$ cat src/rtl/autoseller_client_if.sv
// ---------------------------------------------------------------------------
// autoseller_client_if
// Groups every non-clock/reset signal of autoseller_client.
//   order_*  : order source -> client FIFO (valid/ready push interface)
//   sell_*   : client <-> autoseller, wired 1:1 to the seller's ports
//   result_* : one report per issued order
//   spurious_o, orders_done_o : status
// Modports:
//   master : the client itself (drives order_ready_o, sell_* requests, results)
//   slave  : the environment (order source + seller + result consumer)
// ---------------------------------------------------------------------------
interface autoseller_client_if;
    logic       order_valid_i;
    logic [5:0] order_money_i;
    logic [1:0] order_type_i;
    logic       order_ready_o;

    logic       sell_ready_i;
    logic       sell_enable_o;
    logic [5:0] sell_money_o;
    logic [1:0] sell_type_o;
    logic       sell_done_i;
    logic [5:0] sell_change_i;
    logic [1:0] sell_drink_i;

    logic       result_valid_o;
    logic [5:0] result_change_o;
    logic [1:0] result_drink_o;
    logic       result_ok_o;
    logic       result_timeout_o;
    logic       spurious_o;
    logic [7:0] orders_done_o;

    modport master (
        input  order_valid_i, order_money_i, order_type_i,
        output order_ready_o,
        input  sell_ready_i, sell_done_i, sell_change_i, sell_drink_i,
        output sell_enable_o, sell_money_o, sell_type_o,
        output result_valid_o, result_change_o, result_drink_o,
        output result_ok_o, result_timeout_o, spurious_o, orders_done_o
    );

    modport slave (
        output order_valid_i, order_money_i, order_type_i,
        input  order_ready_o,
        output sell_ready_i, sell_done_i, sell_change_i, sell_drink_i,
        input  sell_enable_o, sell_money_o, sell_type_o,
        input  result_valid_o, result_change_o, result_drink_o,
        input  result_ok_o, result_timeout_o, spurious_o, orders_done_o
    );
endinterface

$ cat src/rtl/autoseller_client.sv
// ---------------------------------------------------------------------------
// autoseller_client
// Buyer-side driver for the autoseller enable/money/drinktype handshake.
// Orders are buffered in a DEPTH-entry FIFO and issued one at a time when the
// seller is ready. The seller's change/drink reply is checked against the
// price table and one result is reported per issued order.
// Ports:
//   clk   : clock, all logic on posedge
//   reset : synchronous active-low reset
//   bus   : autoseller_client_if.master (order, seller and result signals)
//
// state     | meaning
// ----------+-------------------------------------------------------------
// S_IDLE    | waiting for a queued order and sell_ready_i
// S_ISSUE   | sell_enable_o high for one cycle with the head order
// S_WAIT    | waiting for sell_done_i, timer counting towards TIMEOUT
// S_REPORT  | result_* valid for one cycle
// ---------------------------------------------------------------------------
module autoseller_client #(
    parameter int         DEPTH   = 4,
    parameter int         TIMEOUT = 15,
    parameter logic [5:0] PRICE0  = 6'd10,
    parameter logic [5:0] PRICE1  = 6'd15,
    parameter logic [5:0] PRICE2  = 6'd20,
    parameter logic [5:0] PRICE3  = 6'd25
) (
    input  logic                 clk,
    input  logic                 reset,
    autoseller_client_if.master  bus
);

    localparam int             AW          = $clog2(DEPTH);
    localparam logic [AW:0]    FULL_CNT    = (AW+1)'(DEPTH);
    localparam logic [7:0]     TIMEOUT_CNT = 8'(TIMEOUT);

    typedef enum logic [1:0] {
        S_IDLE,
        S_ISSUE,
        S_WAIT,
        S_REPORT
    } state_t;

    // ---------------- order FIFO ----------------
    logic [5:0]    fifo_money [DEPTH];
    logic [1:0]    fifo_type  [DEPTH];
    logic [AW-1:0] wr_ptr;
    logic [AW-1:0] rd_ptr;
    logic [AW:0]   count;
    logic          push;
    logic          pop;

    state_t        state;

    assign bus.order_ready_o = (count != FULL_CNT);
    assign push = bus.order_valid_i && bus.order_ready_o;
    // The head stays put through ISSUE and is retired on the edge leaving it.
    assign pop  = (state == S_ISSUE);

    always_ff @(posedge clk) begin
        if (!reset) begin
            wr_ptr <= '0;
            rd_ptr <= '0;
            count  <= '0;
        end else begin
            if (push) begin
                fifo_money[wr_ptr] <= bus.order_money_i;
                fifo_type[wr_ptr]  <= bus.order_type_i;
                wr_ptr             <= wr_ptr + 1'b1;
            end
            if (pop) begin
                rd_ptr <= rd_ptr + 1'b1;
            end
            case ({push, pop})
                2'b10:   count <= count + 1'b1;
                2'b01:   count <= count - 1'b1;
                default: count <= count;
            endcase
        end
    end

    // ---------------- reply check ----------------
    logic [5:0] ord_money;
    logic [1:0] ord_type;
    logic [5:0] price;
    logic       reply_ok;

    always_comb begin
        price = PRICE0;
        case (ord_type)
            2'b00: price = PRICE0;
            2'b01: price = PRICE1;
            2'b10: price = PRICE2;
            2'b11: price = PRICE3;
            default: price = PRICE0;
        endcase
        // Subtraction only matters when money covers the price, so it cannot wrap.
        if (ord_money >= price) begin
            reply_ok = (bus.sell_change_i == (ord_money - price)) &&
                       (bus.sell_drink_i == ord_type);
        end else begin
            reply_ok = (bus.sell_change_i == ord_money);
        end
    end

    // ---------------- control FSM ----------------
    logic [7:0] timer;
    logic       sell_enable;
    logic [5:0] sell_money;
    logic [1:0] sell_type;
    logic       result_valid;
    logic [5:0] result_change;
    logic [1:0] result_drink;
    logic       result_ok;
    logic       result_timeout;
    logic       spurious;
    logic [7:0] orders_done;

    always_ff @(posedge clk) begin
        if (!reset) begin
            state          <= S_IDLE;
            timer          <= '0;
            ord_money      <= '0;
            ord_type       <= '0;
            sell_enable    <= 1'b0;
            sell_money     <= '0;
            sell_type      <= '0;
            result_valid   <= 1'b0;
            result_change  <= '0;
            result_drink   <= '0;
            result_ok      <= 1'b0;
            result_timeout <= 1'b0;
            spurious       <= 1'b0;
            orders_done    <= '0;
        end else begin
            if (bus.sell_done_i && (state != S_WAIT)) begin
                spurious <= 1'b1;
            end
            case (state)
                S_IDLE: begin
                    if ((count != '0) && bus.sell_ready_i) begin
                        // Outputs are registered, so they are loaded on entry to ISSUE.
                        sell_enable <= 1'b1;
                        sell_money  <= fifo_money[rd_ptr];
                        sell_type   <= fifo_type[rd_ptr];
                        ord_money   <= fifo_money[rd_ptr];
                        ord_type    <= fifo_type[rd_ptr];
                        state       <= S_ISSUE;
                    end
                end
                S_ISSUE: begin
                    sell_enable <= 1'b0;
                    sell_money  <= '0;
                    sell_type   <= '0;
                    timer       <= '0;
                    state       <= S_WAIT;
                end
                S_WAIT: begin
                    if (bus.sell_done_i) begin
                        result_valid   <= 1'b1;
                        result_change  <= bus.sell_change_i;
                        result_drink   <= bus.sell_drink_i;
                        result_ok      <= reply_ok;
                        result_timeout <= 1'b0;
                        if (orders_done != 8'hFF) orders_done <= orders_done + 8'd1;
                        state          <= S_REPORT;
                    end else if ((timer + 8'd1) == TIMEOUT_CNT) begin
                        result_valid   <= 1'b1;
                        result_change  <= '0;
                        result_drink   <= '0;
                        result_ok      <= 1'b0;
                        result_timeout <= 1'b1;
                        if (orders_done != 8'hFF) orders_done <= orders_done + 8'd1;
                        state          <= S_REPORT;
                    end else begin
                        timer <= timer + 8'd1;
                    end
                end
                S_REPORT: begin
                    result_valid   <= 1'b0;
                    result_change  <= '0;
                    result_drink   <= '0;
                    result_ok      <= 1'b0;
                    result_timeout <= 1'b0;
                    state          <= S_IDLE;
                end
                default: state <= S_IDLE;
            endcase
        end
    end

    assign bus.sell_enable_o    = sell_enable;
    assign bus.sell_money_o     = sell_money;
    assign bus.sell_type_o      = sell_type;
    assign bus.result_valid_o   = result_valid;
    assign bus.result_change_o  = result_change;
    assign bus.result_drink_o   = result_drink;
    assign bus.result_ok_o      = result_ok;
    assign bus.result_timeout_o = result_timeout;
    assign bus.spurious_o       = spurious;
    assign bus.orders_done_o    = orders_done;

endmodule

$ cat src/flat_wrapper.sv
// flat-port wrapper written by rule: the top's interface ports become plain ports
module autoseller_client_flat 
#(
    parameter int         DEPTH   = 4,
    parameter int         TIMEOUT = 15,
    parameter logic [5:0] PRICE0  = 6'd10,
    parameter logic [5:0] PRICE1  = 6'd15,
    parameter logic [5:0] PRICE2  = 6'd20,
    parameter logic [5:0] PRICE3  = 6'd25
)
  (clk, reset, bus_order_valid_i, bus_order_money_i, bus_order_type_i, bus_order_ready_o, bus_sell_ready_i, bus_sell_done_i, bus_sell_change_i, bus_sell_drink_i, bus_sell_enable_o, bus_sell_money_o, bus_sell_type_o, bus_result_valid_o, bus_result_change_o, bus_result_drink_o, bus_result_ok_o, bus_result_timeout_o, bus_spurious_o, bus_orders_done_o);
  autoseller_client_if bus_i ();
  input  logic clk;
  input  logic reset;
  input wire logic [$bits(bus_i.order_valid_i)-1:0] bus_order_valid_i;
  input wire logic [$bits(bus_i.order_money_i)-1:0] bus_order_money_i;
  input wire logic [$bits(bus_i.order_type_i)-1:0] bus_order_type_i;
  output wire logic [$bits(bus_i.order_ready_o)-1:0] bus_order_ready_o;
  input wire logic [$bits(bus_i.sell_ready_i)-1:0] bus_sell_ready_i;
  input wire logic [$bits(bus_i.sell_done_i)-1:0] bus_sell_done_i;
  input wire logic [$bits(bus_i.sell_change_i)-1:0] bus_sell_change_i;
  input wire logic [$bits(bus_i.sell_drink_i)-1:0] bus_sell_drink_i;
  output wire logic [$bits(bus_i.sell_enable_o)-1:0] bus_sell_enable_o;
  output wire logic [$bits(bus_i.sell_money_o)-1:0] bus_sell_money_o;
  output wire logic [$bits(bus_i.sell_type_o)-1:0] bus_sell_type_o;
  output wire logic [$bits(bus_i.result_valid_o)-1:0] bus_result_valid_o;
  output wire logic [$bits(bus_i.result_change_o)-1:0] bus_result_change_o;
  output wire logic [$bits(bus_i.result_drink_o)-1:0] bus_result_drink_o;
  output wire logic [$bits(bus_i.result_ok_o)-1:0] bus_result_ok_o;
  output wire logic [$bits(bus_i.result_timeout_o)-1:0] bus_result_timeout_o;
  output wire logic [$bits(bus_i.spurious_o)-1:0] bus_spurious_o;
  output wire logic [$bits(bus_i.orders_done_o)-1:0] bus_orders_done_o;
  assign bus_i.order_valid_i = bus_order_valid_i;
  assign bus_i.order_money_i = bus_order_money_i;
  assign bus_i.order_type_i = bus_order_type_i;
  assign bus_order_ready_o = bus_i.order_ready_o;
  assign bus_i.sell_ready_i = bus_sell_ready_i;
  assign bus_i.sell_done_i = bus_sell_done_i;
  assign bus_i.sell_change_i = bus_sell_change_i;
  assign bus_i.sell_drink_i = bus_sell_drink_i;
  assign bus_sell_enable_o = bus_i.sell_enable_o;
  assign bus_sell_money_o = bus_i.sell_money_o;
  assign bus_sell_type_o = bus_i.sell_type_o;
  assign bus_result_valid_o = bus_i.result_valid_o;
  assign bus_result_change_o = bus_i.result_change_o;
  assign bus_result_drink_o = bus_i.result_drink_o;
  assign bus_result_ok_o = bus_i.result_ok_o;
  assign bus_result_timeout_o = bus_i.result_timeout_o;
  assign bus_spurious_o = bus_i.spurious_o;
  assign bus_orders_done_o = bus_i.orders_done_o;
  autoseller_client #(.DEPTH(DEPTH), .TIMEOUT(TIMEOUT), .PRICE0(PRICE0), .PRICE1(PRICE1), .PRICE2(PRICE2), .PRICE3(PRICE3)) u_core (.clk(clk), .reset(reset), .bus(bus_i));
endmodule
$ cat config.mk
export PLATFORM = sky130hd
export DESIGN_NAME = autoseller_client_flat
export DESIGN_NICKNAME = d
export VERILOG_FILES = /design/src/rtl/autoseller_client_if.sv /design/src/rtl/autoseller_client.sv /design/src/flat_wrapper.sv
export SDC_FILE = /design/constraint.sdc
export NUM_CORES = 1
export LEC_CHECK = 0
export ABC_AREA = 1
export BUFFER_PORTS_ARGS = -buffer_cell sky130_fd_sc_hd__buf_2
export CAP_MARGIN = 0
export CORE_MARGIN = 3
export CORE_UTILIZATION = 50
export DETAILED_ROUTE_END_ITERATION = 10
export PLACE_DENSITY = 0.79
export SYNTH_ARGS = -nofsm -noshare
export SYNTH_HDL_FRONTEND = slang
export SYNTH_SLANG_ARGS = --single-unit
$ cat constraint.sdc
create_clock -name clk -period 2.9 [get_ports clk]
set_clock_uncertainty 0.2 [all_clocks]
set_input_delay 0.29 -clock clk [delete_from_list [all_inputs] [get_ports clk]]
set_output_delay 0.29 -clock clk [all_outputs]
set_load 0.01 [all_outputs]
# Yosys cells after proc, flatten, opt, wreduce, memory -nomap -nowiden
# Memory sizes are Yosys's and may differ from the RTL's. A register that Yosys moved wholly into a read port is not among the register bits.
# Index checks and enable logic that the tools add are counted.
totals:
  rom_bits: 0
  mem_count: 2
  reg_bits: 54
  out_inout_bits: 30
  latch_bits: 0
  wordCells: 104
  ram_bits: 32
  in_bits: 21
memory_table:
  columns: ["name", "depth", "word_bits", "rd", "rd_ports_with_merged_regs", "write_ports", "line_no", "source"]
  rows:
  - ["u_core.fifo_money", 4, 6, 1, 1, 1, "autoseller_client.sv:44", "logic [5:0] fifo_money [DEPTH];"]
  - ["u_core.fifo_type", 4, 2, 1, 1, 1, "autoseller_client.sv:45", "logic [1:0] fifo_type [DEPTH];"]
classes:
  n_bitwise: 0
  n_mux: 40
  multipliers: 0
  addsub: 7
  div: 0
  n_lt_le_gt_ge: 1
  n_reduce_logical: 18
  n_eq_ne: 19
  shifts: 0
op_table:
  columns: ["cell", "n"]
  rows:
  - ["$mux 8", 5]
  - ["$pmux 6 s2", 2]
  - ["$pmux 6 s4", 1]
  - ["$mux 2", 10]
  - ["$mux 6", 3]
  - ["$add 8x1->8 const B", 2]
  - ["$pmux 8 s2", 1]
  - ["$eq 6x6->1", 2]
  - ["$eq 2x2->1 const B", 5]
  - ["$mux 1", 10]
  - ["$reduce_and 2->1", 5]
  - ["$reduce_bool 2->1", 5]
  - ["$eq 8x4->1 const B", 1]
  - ["$ne 8x8->1 const B", 1]
  - ["$pmux 1 s2", 4]
  - ["$pmux 2 s2", 2]
  - ["$pmux 2 s4", 1]
  - ["$eq 2x1->1 const B", 3]
  - ["$ge 6x6->1", 1]
  - ["$ne 2x2->1 const B", 3]
  - ["$pmux 3 s2", 1]
  - ["$sub 6x6->6", 1]
  - ["$add 2x1->2 const B", 2]
  - ["$logic_and 1x1->1", 4]
  - ["9 further kinds", 10]

# Longest topological paths before layout
logic_depth:
  word_depth: 8
  ltp_mapped: 19
  mapped_depth_nobuf: 19

# Least setup slack after synthesis
# No wires, ideal clock.
synth_path:
  path_type: "reg2reg"
  start: "reg u_core.ord_type[0], read port of u_core.fifo_type"
  end: "reg u_core.result_ok, in the netlist u_core.bus.result_ok_o"
  required_ns: 2.635
  arrival_ns: 2.177
  path_slack_ns: 0.458
  synth_period_minus_slack_ns: 2.442
  stages_incl_launch_ff: 19
  cell_sequence: "dfxtp_1 > inv_1 > ha_1 > nor2_1 > ha_1 > inv_1 > fa_1 > inv_1 > nand2_1 > nand2_1 > nor2_1 > nand2_1 > nor2_1 > nand3_1 > o21bai_1 > nand2_1 > nor2_1 > nor2_1 > nor2_1"
synth_via:
  elab_chain_cells: 8
  elab_cells_between_ends: 13
synth_rtl:
  columns: ["item", "line_no", "source"]
  rows:
  - ["start: declaration", "autoseller_client.sv:83", "logic [1:0] ord_type;"]
  - ["$eq 2x2->1, or another cell as far along", "autoseller_client.sv:89", "case (ord_type)"]
  - ["$pmux 6 s4", "autoseller_client.sv:89", null]
  - ["$sub 6x6->6", "autoseller_client.sv:98", "reply_ok = (bus.sell_change_i == (ord_money - price)) &&"]
  - ["$eq 6x6->1", "autoseller_client.sv:98", null]
  - ["$logic_and 1x1->1", "autoseller_client.sv:98", null]
  - ["$mux 1 *", "autoseller_client.sv:97", "if (ord_money >= price) begin"]
  - ["$mux 1 *", "autoseller_client.sv:158", "if (bus.sell_done_i) begin"]
  - ["$pmux 1 s2 *", "autoseller_client.sv:138", "case (state)"]
  - ["end signal: assignment", "autoseller_client.sv:162", "result_ok <= reply_ok;"]
  - ["end: declaration", "autoseller_client.sv:113", "logic result_ok;"]
# Mark *: on every way between the ends. The rest lies on a longest branch, timed or not. The select of a mux whose other input is x is not followed.
# A chain may end at the register's enable or synchronous reset.

# Final worst setup path
# Ends and elaborated chain as after synthesis.

==> results.txt <==
----------------------------------------------------
[Clock tree]
  Clock tree from TritonCTS ... yes
  Number of CTS-inserted buffers ... 9
  Clk Latency, worst-skew pair ... 0.35 ns
  Root Driver ... sky130_fd_sc_hd__clkbuf_8
  Post-CTS Setup Inserts ... 0
  Deepest clock path buffer count ... 2
  Clock input transition at the sequential cells of the worst setup and hold paths ... 0.09 ns
  Clock sinks ... 88
  Number of H-tree branching levels ... 3

[Route]
  Antenna-violating nets left ... 0
  Number of vias in the routed layout ... 3751
  First-pass iteration count of the detailed router ... 5
  Via-per-instance ratio ... 5.30
  WL per Instance ... 13.1 um
  Number of violations reported at the end of detailed-routing iteration 0 ... 178
  # DRC ... 0
  Routed wire length ... 9.27 mm

[GRT]
  Via count of the first global-routing pass ... 3419
  Largest net degree at the start of global routing ... 23
  Total global-route track usage ... 19.2%
  Final global-route overflow total ... 0
  Global-route wire length before repair ... 15.3 mm
  Antenna violations before repair ... 0

[Die]
  Die X-Extent ... 99.0 um
  Std cell rows ... 33
  Area enclosed by the die boundary ... 0.00979 mm^2
  Initial standard-cell utilization of the core ... 52.1%
  Boundary pin count ... 51
  Placeable core area ... 0.00830 mm^2
  Die Y-Extent ... 99.0 um

[Timing]
  Total Negative Setup Slacks ... 0 ns
  Final count of hold timing violations ... 0
  Hold slack final ... 0.0533 ns
  Period Utilization, post-route ... 90.9%
  Pins over their slew limit ... 0
  Relative slew margins ... 43.3%
  Final Setup Violations ... 0
  Max Clock Freq ... 0.380 GHz
  RSZ-0062 raised after global routing ... false
  Post-layout minimum cycle time ... 2.63 ns
  Actual slew at the worst max-slew pin ... 0.848 ns

[Pwr]
  Power density over the cells ... 762 mW/mm^2
  Peak supply drop ... 0.000374 V
  Standby leakage power ... 2.10 nW

[Cells and area]
  Count of nets after finishing ... 643
  Number of diodes added for antenna fixing ... 0
  Filler-free cell count of the finished design ... 708
  Fraction of final layout cells sized beyond drive strength 1 ... 13.9%
  Fillers ... 722
  Post-synthesis to final-layout area growth ... 14.5%

[Synthesis]
  Sequential cell area fraction in the yosys report ... 48.2%
  Top_reg_cell synth ... sky130_fd_sc_hd__dfxtp_1
  Ranking of synthesized cells by area ... sky130_fd_sc_hd__dfxtp_1 26%, sky130_fd_sc_hd__edfxtp_1 22%, sky130_fd_sc_hd__nand2_1 11%
  Mean instance size in the synthesized netlist ... 8.03 um^2
  Synth Register Bits ... 88
  Unique cell type count in the Yosys netlist ... 30
  Cell count after synthesis ... 538
  Synth async-reset ratio ... 0%
  Yosys Warn Count ... 0
  Biggest area consumer among synthesized cells ... sky130_fd_sc_hd__dfxtp_1
  Number of enable flip-flop cells after synthesis ... 32
  Netlist Area Pre-Place ... 0.00432 mm^2
  Synth top area share ... 25.9%
  Net Count, Synth ... 583

[Setup path]
  Critical Setup Path Class ... flip-flop to flip-flop
  Kind of capture point of the worst setup path ... flip-flop
  Worst-path cell chain ... inv_1, ha_1, nor2_1, ha_1, inv_1, fa_1, inv_1, nand2_1, nand2_1, nor2_1, nand2_1, nor2_1, nand3_1, o21bai_1, nand2_1, nor2_1, nor2_1, nor2_1
  Depth of the most critical reg-to-reg path ... 18
  Buf/Inv on CP ... 3
  Worst path most repeated cell ... sky130_fd_sc_hd__nor2_1
  Slowest stage cell on the critical path ... sky130_fd_sc_hd__fa_1
  Worst EP required ... 2.98 ns
  Family with the most delay on the worst path ... adder cells
  Path length in cells of the critical path ... 18
  Worst setup SP type ... flip-flop
  Slowest Stage Delay on Critical Path ... 0.50 ns
  WP data arrival ... 2.72 ns
  Peak fanout along the critical path ... 5

[Placed design]
  Final weighted congestion of routability-driven global placement ... 0.943
  Total of buffers placed on input and output ports ... 50
  DP Cell Count ... 684
  Post-DP HPWL ... 6.70 mm

[Status]
  Status ... complete, no violations

[Min path]
  Worst min path class ... input pin to flip-flop
  Number of instances on the worst hold path ... 3

[Run]
  Reported max-cap violation count ... 0

----------------------------------------------------
## worst min-delay path, cell delays in order
cell and delay, ns:
sky130_fd_sc_hd__buf_2 0.14, sky130_fd_sc_hd__a21oi_1 0.08, sky130_fd_sc_hd__nor2_1 0.07
## cell type report
| type | instances | area, um^2 | area share, % |
|---|---|---|---|
| flip-flops and latches | 88 | 2080 | 42.1 |
| well taps | 105 | 131 | 2.66 |
| repair buffers | 61 | 353 | 7.13 |
| inverters | 62 | 233 | 4.71 |
| clock inverters | 6 | 72.6 | 1.47 |
| clock buffers | 10 | 128 | 2.58 |
| multi-input cells | 376 | 1940 | 39.3 |
## power breakdown
| part | internal (mW) | switching, mW | total [mW] |
|---|---|---|---|
| combinational | 0.455 | 0.817 | 1.27 |
| clock | 0.410 | 0.447 | 0.857 |
| sequential | 1.47 | 0.174 | 1.64 |
## layout by cell type (no fill, tap or decap), types with 22 or more instances in the layout
master,instances
sky130_fd_sc_hd__a21oi_1,55
sky130_fd_sc_hd__dfxtp_1,54
sky130_fd_sc_hd__nand2_1,124
sky130_fd_sc_hd__inv_1,60
sky130_fd_sc_hd__edfxtp_1,32
sky130_fd_sc_hd__ha_1,22
sky130_fd_sc_hd__o21ai_0,32
sky130_fd_sc_hd__nor2_1,58
sky130_fd_sc_hd__buf_2,50
sky130_fd_sc_hd__nand3_1,34
## stage by stage
stage	instance area (um^2)	total power, mW	util [%]	setup WS [ns]
finish	4950	3.77	59.6	0.265
global route	4950	4.05	59.6	0.0244
CTS	4940	3.77	59.6	0.195
detailed placement	4660	2.91	56.2	0.225
global placement	4660	2.85	56.2	0.349
floorplan	4320	2.56	-	0.458
## kinds of logic after synthesis
family | after synthesis | synth area share (%)
AND/OR/NAND/NOR | 238 | 22.8
AO/OA/AOI/OAI | 104 | 12.9
flip-flops | 88 | 48.2
buffers and inverters | 74 | 6.81
adder cells (fa/ha/maj) | 24 | 7.30
XOR/XNOR | 10 | 2.03
## worst paths after layout
kind                                                     from                       endpoint  slack, ns
worst max-delay path                       u_core.ord_type[0]         u_core.bus.result_ok_o       0.27
worst min-delay path                          bus_sell_done_i          u_core.bus.spurious_o       0.05
worst max register to register             u_core.ord_type[0]         u_core.bus.result_ok_o       0.27
worst min register to register  u_core.bus.result_change_o[4]  u_core.bus.result_change_o[4]       0.26
## sequential cells by signal (all words and copies together) (netlist names), named ones only
name and flops:
u_core.fifo_money 24, u_core.fifo_type 8, u_core.timer 8, u_core.ord_money 6, u_core.bus.sell_enable_o 1, u_core.bus.sell_money_o 6
u_core.bus.result_valid_o 1, u_core.bus.orders_done_o 8, u_core.count 3, u_core.ord_type 2, u_core.bus.sell_type_o 2, u_core.bus.spurious_o 1
u_core.bus.result_drink_o 2, u_core.rd_ptr 2, u_core.bus.result_timeout_o 1, u_core.bus.result_change_o 6, u_core.state 2, u_core.bus.result_ok_o 1
u_core.wr_ptr 2
## cells in the mapped netlist (2+ instances only)
master	count
sky130_fd_sc_hd__nor2_1	58
sky130_fd_sc_hd__fa_1	2
sky130_fd_sc_hd__o21ai_0	32
sky130_fd_sc_hd__buf_6	2
sky130_fd_sc_hd__o22ai_1	9
sky130_fd_sc_hd__o21ai_2	2
sky130_fd_sc_hd__xor2_1	7
sky130_fd_sc_hd__o21bai_1	2
sky130_fd_sc_hd__nand2_2	6
sky130_fd_sc_hd__nand4_1	3
sky130_fd_sc_hd__xnor2_1	3
sky130_fd_sc_hd__nor3_1	9
sky130_fd_sc_hd__a21oi_1	55
sky130_fd_sc_hd__nand2_1	124
sky130_fd_sc_hd__clkbuf_1	9
sky130_fd_sc_hd__ha_1	22
sky130_fd_sc_hd__or2_2	2
sky130_fd_sc_hd__edfxtp_1	32
sky130_fd_sc_hd__inv_1	60
sky130_fd_sc_hd__dfxtp_1	56
sky130_fd_sc_hd__nand3_1	34
## layer usage
metal	vias to the layer above	global-route usage [%]	part of all wire, %	routed length (um)
met5	-	0	0	0
met4	0	7.46	2.3	212
met3	19	3.89	6.9	641
met2	127	31.8	48	4480
met1	1712	24.7	42	3940
li1	1893	-	-	-
## what timing repair did
| item | in CTS | in global routing |
|---|---|---|
| hold endpoints to repair | 32 | 0 |
| gates resized for setup | 0 | 2 |
| hold buffers | 8 | 0 |
| endpoints found under the setup margin | 0 | 1 |
(Power assumes the default switching activity.)
